<file path="src/rtl/fpu_issue_unit.sv">
// Issue unit feeding FP commands from the core to the coprocessor port, one per clock.
// Define FPU_ISSUE_PERF_EN to add the issued_cnt/stall_cnt performance counters.
module fpu_issue_unit #(
    parameter int DEPTH = 4,
    parameter int AW    = 2
) (
    input  logic        clk,
    input  logic        rst_n,
    input  logic        cmd_valid,
    output logic        cmd_ready,
    input  logic        cmd_is_load,
    input  logic [5:0]  cmd_opcode,
    input  logic [4:0]  cmd_rs,
    input  logic [4:0]  cmd_rt,
    input  logic [4:0]  cmd_rd,
    input  logic [31:0] cmd_data,
    input  logic        cache_done,
    output logic [5:0]  opcode,
    output logic [4:0]  addr_reg_in1,
    output logic [4:0]  addr_reg_in2,
    output logic [4:0]  addr_destination,
    output logic [4:0]  write_address,
    output logic [31:0] inputdata_float,
    output logic        write_data_enable,
    input  logic [31:0] outdata_float,
    output logic        st_valid,
    input  logic        st_ready,
    output logic [31:0] st_data,
    output logic        illegal,
    output logic        busy
`ifdef FPU_ISSUE_PERF_EN
    ,
    output logic [31:0] issued_cnt,
    output logic [31:0] stall_cnt
`endif
);

    localparam logic [5:0] OpNop = 6'b000000;
    localparam logic [5:0] OpSw  = 6'b001011;

    typedef struct packed {
        logic        isLoad;
        logic [5:0]  opcode;
        logic [4:0]  rs;
        logic [4:0]  rt;
        logic [4:0]  rd;
        logic [31:0] data;
    } cmd_t;

    typedef enum logic [1:0] {
        IDLE    = 2'd0,
        ISSUE   = 2'd1,
        ST_CAP  = 2'd2,
        ST_HOLD = 2'd3
    } state_t;

    function automatic logic isLegal(input cmd_t c);
        if (c.isLoad) return 1'b1;
        return (c.opcode == OpSw) || ((c.opcode[5:3] == 3'b110) && (c.opcode[2:0] != 3'b111));
    endfunction

    state_t      state_q, state_d;
    cmd_t        fifoMem_q [DEPTH];
    logic [AW:0] wrPtr_q, rdPtr_q, fillCount;
    logic [AW-1:0] nextIdx;
    logic        empty, full, hasNext, push, pop;
    cmd_t        headCmd, nextCmd, issueCmd, newCmd;
    logic        issueEn;

    logic [5:0]  opcode_q, opcode_d;
    logic [4:0]  rs_q, rs_d, rt_q, rt_d, rdDst_q, rdDst_d, wrAddr_q, wrAddr_d;
    logic [31:0] wrData_q, wrData_d, stData_q, stData_d;
    logic        wde_q, wde_d, stValid_q, stValid_d, illegal_q, illegal_d;

    assign fillCount = wrPtr_q - rdPtr_q;
    assign empty     = (wrPtr_q == rdPtr_q);
    assign full      = (wrPtr_q[AW] != rdPtr_q[AW]) && (wrPtr_q[AW-1:0] == rdPtr_q[AW-1:0]);
    assign hasNext   = (fillCount > (AW+1)'(1));
    assign nextIdx   = rdPtr_q[AW-1:0] + AW'(1);
    assign headCmd   = fifoMem_q[rdPtr_q[AW-1:0]];
    assign nextCmd   = fifoMem_q[nextIdx];
    assign cmd_ready = !full;
    assign push      = cmd_valid && !full;
    assign newCmd    = '{isLoad: cmd_is_load, opcode: cmd_opcode, rs: cmd_rs, rt: cmd_rt,
                         rd: cmd_rd, data: cmd_data};

    always_ff @(posedge clk) begin
        if (push) fifoMem_q[wrPtr_q[AW-1:0]] <= newCmd;
    end

    always_ff @(posedge clk or negedge rst_n) begin
        if (!rst_n) begin
            wrPtr_q <= '0;
            rdPtr_q <= '0;
        end else begin
            if (push) wrPtr_q <= wrPtr_q + (AW+1)'(1);
            if (pop)  rdPtr_q <= rdPtr_q + (AW+1)'(1);
        end
    end

    // A command only counts as taken on an edge where cache_done is low; otherwise it is re-offered.
    always_comb begin
        state_d   = state_q;
        pop       = 1'b0;
        issueEn   = 1'b0;
        issueCmd  = headCmd;
        illegal_d = 1'b0;
        stValid_d = stValid_q;
        stData_d  = stData_q;
        unique case (state_q)
            IDLE: begin
                if (!empty && !cache_done) begin
                    if (isLegal(headCmd)) begin
                        issueEn = 1'b1;
                        state_d = ISSUE;
                    end else begin
                        pop       = 1'b1;
                        illegal_d = 1'b1;
                    end
                end
            end
            ISSUE: begin
                if (cache_done) begin
                    state_d = IDLE;
                end else begin
                    pop = 1'b1;
                    if (!headCmd.isLoad && headCmd.opcode == OpSw) begin
                        state_d = ST_CAP;
                    end else if (hasNext && isLegal(nextCmd)) begin
                        issueEn  = 1'b1;
                        issueCmd = nextCmd;
                        state_d  = ISSUE;
                    end else begin
                        state_d = IDLE;
                    end
                end
            end
            ST_CAP: begin
                if (!cache_done) begin
                    stData_d  = outdata_float;
                    stValid_d = 1'b1;
                    state_d   = ST_HOLD;
                end
            end
            ST_HOLD: begin
                if (st_ready) begin
                    stValid_d = 1'b0;
                    if (!empty && !cache_done && isLegal(headCmd)) begin
                        issueEn = 1'b1;
                        state_d = ISSUE;
                    end else begin
                        state_d = IDLE;
                    end
                end
            end
            default: state_d = IDLE;
        endcase
    end

    // Loads travel on the write port with a NOP opcode; everything else uses the register-address fields.
    always_comb begin
        opcode_d = OpNop;
        rs_d     = '0;
        rt_d     = '0;
        rdDst_d  = '0;
        wrAddr_d = '0;
        wrData_d = '0;
        wde_d    = 1'b0;
        if (issueEn) begin
            if (issueCmd.isLoad) begin
                wde_d    = 1'b1;
                wrAddr_d = issueCmd.rd;
                wrData_d = issueCmd.data;
            end else begin
                opcode_d = issueCmd.opcode;
                rs_d     = issueCmd.rs;
                rt_d     = issueCmd.rt;
                rdDst_d  = issueCmd.rd;
            end
        end
    end

    always_ff @(posedge clk or negedge rst_n) begin
        if (!rst_n) begin
            state_q   <= IDLE;
            opcode_q  <= OpNop;
            rs_q      <= '0;
            rt_q      <= '0;
            rdDst_q   <= '0;
            wrAddr_q  <= '0;
            wrData_q  <= '0;
            wde_q     <= 1'b0;
            stValid_q <= 1'b0;
            stData_q  <= '0;
            illegal_q <= 1'b0;
        end else begin
            state_q   <= state_d;
            opcode_q  <= opcode_d;
            rs_q      <= rs_d;
            rt_q      <= rt_d;
            rdDst_q   <= rdDst_d;
            wrAddr_q  <= wrAddr_d;
            wrData_q  <= wrData_d;
            wde_q     <= wde_d;
            stValid_q <= stValid_d;
            stData_q  <= stData_d;
            illegal_q <= illegal_d;
        end
    end

    assign opcode            = opcode_q;
    assign addr_reg_in1      = rs_q;
    assign addr_reg_in2      = rt_q;
    assign addr_destination  = rdDst_q;
    assign write_address     = wrAddr_q;
    assign inputdata_float   = wrData_q;
    assign write_data_enable = wde_q;
    assign st_valid          = stValid_q;
    assign st_data           = stData_q;
    assign illegal           = illegal_q;
    assign busy              = !empty || (state_q != IDLE);

`ifdef FPU_ISSUE_PERF_EN
    logic [31:0] issuedCnt_q, stallCnt_q;

    always_ff @(posedge clk or negedge rst_n) begin
        if (!rst_n) begin
            issuedCnt_q <= '0;
            stallCnt_q  <= '0;
        end else begin
            if (state_q == ISSUE && pop) issuedCnt_q <= issuedCnt_q + 32'd1;
            if (!empty && cache_done)    stallCnt_q  <= stallCnt_q + 32'd1;
        end
    end

    assign issued_cnt = issuedCnt_q;
    assign stall_cnt  = stallCnt_q;
`endif

endmodule

</file>
<file path="config.mk">
export PLATFORM = sky130hd
export DESIGN_NAME = fpu_issue_unit
export DESIGN_NICKNAME = d
export VERILOG_FILES = /design/src/rtl/fpu_issue_unit.sv
export SDC_FILE = /design/constraint.sdc
export NUM_CORES = 1
export LEC_CHECK = 0
export ABC_CLOCK_PERIOD_IN_PS = 5010
export BUFFER_PORTS_ARGS = -buffer_cell sky130_fd_sc_hd__buf_2
export CAP_MARGIN = 20
export CORE_MARGIN = 2
export CORE_UTILIZATION = 30
export CTS_BUF_LIST = sky130_fd_sc_hd__clkbuf_16
export CTS_CLUSTER_DIAMETER = 30
export DETAILED_ROUTE_END_ITERATION = 8
export PLACE_DENSITY = 0.43
export SLEW_MARGIN = 20
export SYNTH_ARGS = -nofsm -noshare
export SYNTH_HDL_FRONTEND = slang
export SYNTH_SLANG_ARGS = --single-unit
export TNS_END_PERCENT = 20
</file>
<file path="constraint.sdc">
create_clock -name clk -period 5.01 [get_ports clk]
set_clock_uncertainty 0.05 [all_clocks]
set_input_delay 0 -clock clk [delete_from_list [all_inputs] [get_ports clk]]
set_output_delay 0 -clock clk [all_outputs]
set_load 0.05 [all_outputs]
</file>
==> results of run 1 <==
==> metal layers <==
metal | track usage [%] | routed length, µm | part of all wire (%) | vias up
met5 | 0 | 7 | 0.018 | -
met4 | 5.59 | 665 | 1.7 | 2
met3 | 4.13 | 2040 | 5.3 | 55
met2 | 26.8 | 18700 | 49 | 242
met1 | 21.0 | 17100 | 44 | 4449
li1 | - | - | - | 3880
==> registers in the layout (all words and copies together), names as in the netlist, 3 cells and up, named ones only <==
| signal | flops |
|---|---|
| fifoMem_q | 216 |
| inputdata_float | 32 |
| st_data | 32 |
| opcode | 6 |
| addr_destination | 5 |
| addr_reg_in1 | 5 |
| addr_reg_in2 | 5 |
| write_address | 5 |
| rdPtr_q | 3 |
| wrPtr_q | 3 |
==> through the flow <==
step | instances | area [µm²] | hold WS, ns | setup WS [ns] | total power, mW
3_5_place_dp | 1514 | 15500 | 0.0394 | 1.28 | 9.02
6_report | 1766 | 19200 | 0.100 | 1.32 | 14.0
2_1_floorplan | 774 | 13900 | -0.346 | 0.983 | 7.49
3_3_place_gp | 1514 | 15500 | 0.0582 | 1.36 | 9.01
4_1_cts | 1766 | 19200 | 0.0646 | 1.29 | 14.3
5_1_grt | 1766 | 19200 | 0.0796 | 0.989 | 14.8
==> cells by family (layout without fill, tap and decap cells) <==
group / count (synthesis) / count (layout) / share of synthesized area (%)
buffers and inverters: 76 / 468 / 2.39
AOI/OAI and AO/OA: 135 / 135 / 7.83
adders and majority gates: 8 / 8 / 0.773
DFF: 317 / 317 / 64.8
xor gates and xnor gates: 5 / 5 / 0.423
muxes: 141 / 141 / 20.2
and+or+nand+nor: 92 / 92 / 3.62
==> placed cells by master, fill, tap and decap left out, types with 4 or more instances in the layout <==
cell type	Yosys	routed
nand2_1	10	10
clkinv_1	0	13
inv_1	11	20
clkinv_2	0	27
inv_6	0	4
dlygate4sd3_1	0	92
and3_4	0	4
clkinvlp_4	0	7
bufinv_16	0	7
and2_1	4	4
o211ai_1	51	51
edfxtp_1	216	216
ha_1	7	6
dfrtp_1	101	99
buf_4	7	20
buf_2	11	184
a211oi_2	13	12
o21ai_0	7	7
a21boi_0	36	36
mux4_2	108	108
clkbuf_16	0	86
nand3_1	55	55
a211oi_1	8	8
mux2_2	33	33
==> where the power goes <==
part / total (mW) / internal [mW] / switching [mW]
combinational: 5.12 / 2.00 / 3.12
clock: 5.09 / 3.47 / 1.62
sequential: 3.84 / 3.48 / 0.357
==> path summary, 6_finish.rpt <==
| check | endpoint | startpoint | slack (ns) | cells past startpoint |
|---|---|---|---|---|
| min | fifoMem_q[0][40]$_DFFE_PP_ | cmd_rt[3] | 0.10 | 2 |
| max | addr_reg_in2[0]$_DFF_PN0_ | rdPtr_q[0]$_DFFE_PN0P_ | 1.32 | 8 |
| min in group asynchronous | addr_reg_in1[4]$_DFF_PN0_ | rst_n | 0.36 | 3 |
| max in group asynchronous | inputdata_float[12]$_DFF_PN0_ | rst_n | 3.78 | 4 |
| min reg2reg | st_data[15]$_DFFE_PN0P_ | st_data[15]$_DFFE_PN0P_ | 0.44 | 1 |
| max reg2reg | addr_reg_in2[0]$_DFF_PN0_ | rdPtr_q[0]$_DFFE_PN0P_ | 1.32 | 8 |
==> cell type report <==
class	instances	area [µm²]	area share [%]
sequential	317	9020	46.9
multi-input combinational	381	4640	24.1
clock buffer	86	2150	11.2
timing repair buffer	298	2030	10.6
clock inverter	73	609	3.17
inverter	11	41.3	0.215
tap	600	751	3.90
==> results.sh, run 1 <==
export IMPL_cts_hold_buf=93
export IMPL_antenna_left=0
export IMPL_fin_util_pct=42.2
export IMPL_yosys_top_cells_count="edfxtp_1, mux4_2, dfrtp_1"
export IMPL_required_ns=5.46
export IMPL_clk_pin_slew_ns=0.04
export IMPL_port_buffers=185
export IMPL_cp_top_family="compound AO/OA/AOI/OAI gates"
export IMPL_start_util_pct=30.5
export IMPL_critPathMaxFanout=30
export IMPL_clock_sinks=317
export IMPL_synth_largest_area_cell="edfxtp_1"
export IMPL_synthTopCellsByArea="edfxtp_1, dfrtp_1, mux4_2, o211ai_1, mux2_2"
export IMPL_rows=78
export IMPL_finalMaxSlewViolations=0
export IMPL_cap_viol_max_count=0
export IMPL_hold_violations=0
export IMPL_period_needed_ns=3.69
export IMPL_htreeDepth=3
export IMPL_postCtsSetupBuffers=0
export IMPL_status="finished clean"
export IMPL_drc=0
export IMPL_grt_max_degree=59
export IMPL_cts_resized=0
export IMPL_syn_area_mm2=0.0139
export IMPL_irDropWorstVdd_mv=0.308
export IMPL_setup_violations=0
export IMPL_detail_route_iter0_violations=500
export IMPL_worst_pin_slew_ns=1.04
export IMPL_syn_inst=774
export IMPL_grt_pass1_vias=9346
export IMPL_rsz0062_at_grt="false"
export IMPL_synth_edf_count=216
export IMPL_grtUsageTotal_pct=16.3
export IMPL_synth_nets=873
export IMPL_nNetsFinal=1193
export IMPL_insertion_delay_ns=0.60
export IMPL_ios=186
export IMPL_syn_avg_cell_area_um2=18.0
export IMPL_crit_chain="ha_1, fa_1, xor3_1, o21ai_0, a221o_1, nand3_1, buf_4, a211oi_1"
export IMPL_grt_pass1_wl_mm=57.5
export IMPL_synth_distinct_cells=48
export IMPL_crit_arrival_ns=4.14
export IMPL_post_drt_wl_per_cell_um=21.8
export IMPL_worst_setup_path_start_kind="register"
export IMPL_num_vias=8628
export IMPL_cts_buffers=85
export IMPL_core_area_mm2=0.0456
export IMPL_slew_headroom_pct=30.4
export IMPL_power_leakage_nw=7.45
export IMPL_crit_type="reg2reg"
export IMPL_antenna_found_initial=2
export IMPL_synth_seq_cells=317
export IMPL_synth_top_area_share_pct=46.6
export IMPL_die_w_um=219
export IMPL_max_stage_delay_ns=0.67
export IMPL_hpwl_mm=22.0
export IMPL_fmax_mhz=271
export IMPL_slowest_stage="dfrtp_4"
export IMPL_fillers=4157
export IMPL_gr_total_overflow=0
export IMPL_synth_seq_area_share_pct=64.8
export IMPL_end_kind="register"
export IMPL_syn2layout_area_growth_pct=38.3
export IMPL_final_period_utilization_pct=73.7
export IMPL_powerDensity_mw_per_mm2=730
export IMPL_viasPerCell=4.89
export IMPL_tritoncts="done"
export IMPL_die_y_um=219
export IMPL_hold_class="in2reg"
export IMPL_ys_async_sr_fraction_pct=31.9
export IMPL_yosysMostFrequentCell="edfxtp_1"
export IMPL_ys_warn_count=0
export IMPL_drive_gt1_share_pct=44.1
export IMPL_root_buffer="clkbuf_16"
export IMPL_cts_buffer_depth=3
export IMPL_setup_tns_ns=0
export IMPL_wl_mm=38.5
export IMPL_synthFlopType="edfxtp_1"
export IMPL_gp_routability_congestion=0.696
export IMPL_cp_buffers_inverters=1
export IMPL_num_antenna_cells=0
export IMPL_drtPass1Iterations=5
export IMPL_die_area_mm2=0.0481
No activity file was read; power rests on OpenSTA's default activity.
==> run 2, diff against run 1 <==
--- a/config.mk
+++ b/config.mk
@@ -5,7 +5,8 @@
 export SDC_FILE = /design/constraint.sdc
 export NUM_CORES = 1
 export LEC_CHECK = 0
-export ABC_CLOCK_PERIOD_IN_PS = 5010
+export ABC_AREA = 1
+export ABC_CLOCK_PERIOD_IN_PS = 3000
 export BUFFER_PORTS_ARGS = -buffer_cell sky130_fd_sc_hd__buf_2
 export CAP_MARGIN = 20
 export CORE_MARGIN = 2
@@ -13,7 +14,7 @@
 export CTS_BUF_LIST = sky130_fd_sc_hd__clkbuf_16
 export CTS_CLUSTER_DIAMETER = 30
 export DETAILED_ROUTE_END_ITERATION = 8
-export PLACE_DENSITY = 0.43
+export PLACE_DENSITY = 0.45
 export SLEW_MARGIN = 20
 export SYNTH_ARGS = -nofsm -noshare
 export SYNTH_HDL_FRONTEND = slang
==> constraint.sdc (replaced) <==
create_clock -name clk -period 3 [get_ports clk]
set_clock_uncertainty 0.05 [all_clocks]
set_input_delay 0 -clock clk [delete_from_list [all_inputs] [get_ports clk]]
set_output_delay 0 -clock clk [all_outputs]
set_load 0.05 [all_outputs]
==> run 2 against run 1 <==
  * Sequential cell count did not move
  * Global-route usage fell by 0.50 points
  * Final cell count is 37% higher
  * Sequential share of layout area down 1.5 points
  * Die area increased by 3.6%
  * Highest routed layer unchanged
  * Synthesized area up 3.7%
  * Critical endpoint is now addr_destination[4]$_DFF_PN0_
  * Register-to-register slack got worse by 1.1 ns
  * Synthesized cell count up 83%
  * Via count increased by 30%
==> results.sh, run 2 <==
export IMPL_status="finished clean"
export IMPL_hold_class="in2reg"
export IMPL_slew_headroom_pct=48.9
export IMPL_timing_rr_end="addr_destination[4]$_DFF_PN0_"
export IMPL_powerDensity_mw_per_mm2=1280
export IMPL_antenna_found_initial=7
export IMPL_die_y_um=223
export IMPL_drc=0
export IMPL_nNetsFinal=1829
export IMPL_worst_pin_slew_ns=0.766
export IMPL_synth_nets=1517
export IMPL_antenna_left=0
export IMPL_rows=80
export IMPL_gr_total_overflow=0
export IMPL_power_leakage_nw=8.82
export IMPL_cap_viol_max_count=0
export IMPL_core_area_mm2=0.0476
export IMPL_cts_resized=0
export IMPL_required_ns=3.42
export IMPL_synth_seq_area_share_pct=62.5
export IMPL_grt_pass1_wl_mm=60.8
export IMPL_worst_setup_path_start_kind="register"
export IMPL_final_period_utilization_pct=92.8
export IMPL_clk_pin_slew_ns=0.04
export IMPL_gp_routability_congestion=0.785
export IMPL_irDropWorstVdd_mv=0.956
export IMPL_critPathMaxFanout=25
export IMPL_mostFrequentLayoutCells="nand2_1, edfxtp_1, nor2_1"
export IMPL_synthTopCellsByArea="edfxtp_1, dfrtp_1, nand2_1, nor2_1, o21ai_0"
export IMPL_fin_util_pct=41.7
export IMPL_synth_edf_count=216
export IMPL_synth_seq_cells=317
export IMPL_start_util_pct=30.3
export IMPL_root_buffer="clkbuf_16"
export IMPL_yosys_top_cells_count="nand2_1, edfxtp_1, nor2_1"
export IMPL_synth_top_area_share_pct=45.0
export IMPL_synthFlopType="edfxtp_1"
export IMPL_largest_reg_flops=216
export IMPL_syn_area_mm2=0.0144
export IMPL_crit_type="reg2reg"
export IMPL_setup_violations=0
export IMPL_dp_slack_ns=0.230
export IMPL_period_needed_ns=2.78
export IMPL_synth_distinct_cells=35
export IMPL_insertion_delay_ns=0.59
export IMPL_rsz0062_at_grt="false"
export IMPL_finalWorstSetupSlack_ns=0.216
export IMPL_reg2reg_slack_ns=0.22
export IMPL_holdPathStages=2
export IMPL_cp_buffers_inverters=4
export IMPL_crit_top_cell="buf_4"
export IMPL_hpwl_mm=23.8
export IMPL_viasPerCell=4.65
export IMPL_clock_sinks=317
export IMPL_min_delay_start="cmd_data[9]"
export IMPL_die_w_um=223
export IMPL_reg2reg_depth=11
export IMPL_syn2layout_area_growth_pct=37.7
export IMPL_cp_top_family="buffers and inverters"
export IMPL_wl_mm=39.6
export IMPL_ios=186
export IMPL_ys_warn_count=0
export IMPL_worstReg2RegStart="rdPtr_q[0]$_DFFE_PN0P_"
export IMPL_grt_pass1_vias=11000
export IMPL_seq_power_share_pct=24.9
export IMPL_grtUsageTotal_pct=15.8
export IMPL_die_area_mm2=0.0499
export IMPL_end_kind="register"
export IMPL_slowest_stage="dfrtp_4"
export IMPL_syn_avg_cell_area_um2=10.2
export IMPL_cts_buffer_depth=3
export IMPL_drive_gt1_share_pct=24.4
export IMPL_max_stage_delay_ns=0.50
export IMPL_num_vias=11200
export IMPL_crit_chain="ha_1, clkinv_2, buf_4, a21oi_1, nand3_2, nand4_4, buf_12, buf_4, nand2_1, o21ai_1, nor2_1"
export IMPL_finalMaxSlewViolations=0
export IMPL_drtPass1Iterations=5
export IMPL_yosysMostFrequentCell="nand2_1"
export IMPL_layout_commonest_cell="nand2_1"
export IMPL_hold_end="fifoMem_q[3][9]$_DFFE_PP_"
export IMPL_netSwitchingPower_mw=10.4
export IMPL_p_sw_share_pct=41.0
export IMPL_tritoncts="done"
export IMPL_synth_largest_area_cell="edfxtp_1"
export IMPL_clkPwrFrac_pct=33.7
export IMPL_detail_route_iter0_violations=674
export IMPL_cts_hold_buf=92
export IMPL_p_int_mw=15.0
export IMPL_hold_violations=0
export IMPL_cts_buffers=83
export IMPL_syn_inst=1418
export IMPL_ys_async_sr_fraction_pct=31.9
export IMPL_port_buffers=185
export IMPL_fmax_mhz=359
export IMPL_htreeDepth=3
export IMPL_grt_max_degree=142
export IMPL_post_drt_wl_per_cell_um=16.4
export IMPL_crit_arrival_ns=3.20
export IMPL_postCtsSetupBuffers=0
export IMPL_power_frac_comb_pct=41.4
[run 2: cell count changes in the layout (fill, tap and decap cells not counted), sizes merged, moves of 31 or more]
| cell | before | now |
|---|---|---|
| nor2 | 2 | 226 |
| nand2 | 10 | 311 |
| o21ai | 8 | 139 |
| o211ai | 51 | 1 |
| a21boi | 38 | 0 |
| a21oi | 4 | 84 |
| a32o | 0 | 31 |
| inv | 27 | 108 |
| mux4 | 108 | 0 |
[run 2: layout make-up]
type | count | area (µm²)
sequential | 317 | 9020
antenna | 3 | 7.51
multi-input combinational | 917 | 4580
tap | 615 | 769
clock buffer | 85 | 2130
inverter | 93 | 358
timing repair buffer | 318 | 2370
fill | 4502 | 27800
clock inverter | 69 | 634
[run 2: cell families (layout without fill, tap and decap cells)]
group                    after synthesis  count (layout)  synth area share, %
AND/OR/NAND/NOR                      586             586                 16.4
flip-flops                           317             317                 62.5
AO/OA/AOI/OAI                        287             287                 11.5
buffers and inverters                184             565                 6.11
multiplexers                          32              32                 2.50
adder cells (fa/ha/maj)                8               8                0.746
XOR/XNOR                               4               4                0.243
other                                  0               3                    0
[run 2: layer usage]
metal / part of all wire, % / global-route usage, %
met4: 2.3 / 6.54
met2: 46 / 25.1
met3: 5.9 / 4.02
met1: 46 / 20.7
met5: 0.13 / 0
[run 2: how the worst max path moves through the flow]
stage,start,to,slack [ns],cells after the start
2_1_floorplan,rdPtr_q[1]$_DFFE_PN0P_,fifoMem_q[3][0]$_DFFE_PP_,-0.18,9
3_3_place_gp,rdPtr_q[0]$_DFFE_PN0P_,write_address[4]$_DFF_PN0_,0.28,11
3_5_place_dp,rdPtr_q[0]$_DFFE_PN0P_,write_address[4]$_DFF_PN0_,0.23,11
4_1_cts,rdPtr_q[0]$_DFFE_PN0P_,addr_destination[4]$_DFF_PN0_,0.21,11
5_1_grt,rdPtr_q[0]$_DFFE_PN0P_,inputdata_float[31]$_DFF_PN0_,0.03,12
6_report,rdPtr_q[0]$_DFFE_PN0P_,addr_destination[4]$_DFF_PN0_,0.22,11
[run 2: power groups by stage]
stage | combinational [mW] | sequential, mW | clock, mW
floorplan | 6.44 | 7.62 | 0
global placement | 10.4 | 6.39 | 0
detailed placement | 10.5 | 6.38 | 0
CTS | 10.6 | 6.33 | 8.74
global route | 11.7 | 6.43 | 8.95
finish | 10.5 | 6.31 | 8.55
[run 2: through the flow]
step	power [mW]	cell area, µm²	hold slack (ns)	cells	setup TNS (ns)
floorplan	14.1	14500	-0.346	1418	-33.14
detailed placement	16.9	16200	-0.0462	2168	0
global route	27.1	19900	0.0991	2416	0
CTS	25.7	19900	0.0535	2414	0
finish	25.4	19900	0.106	2417	0
global placement	16.8	16200	-0.0544	2168	0
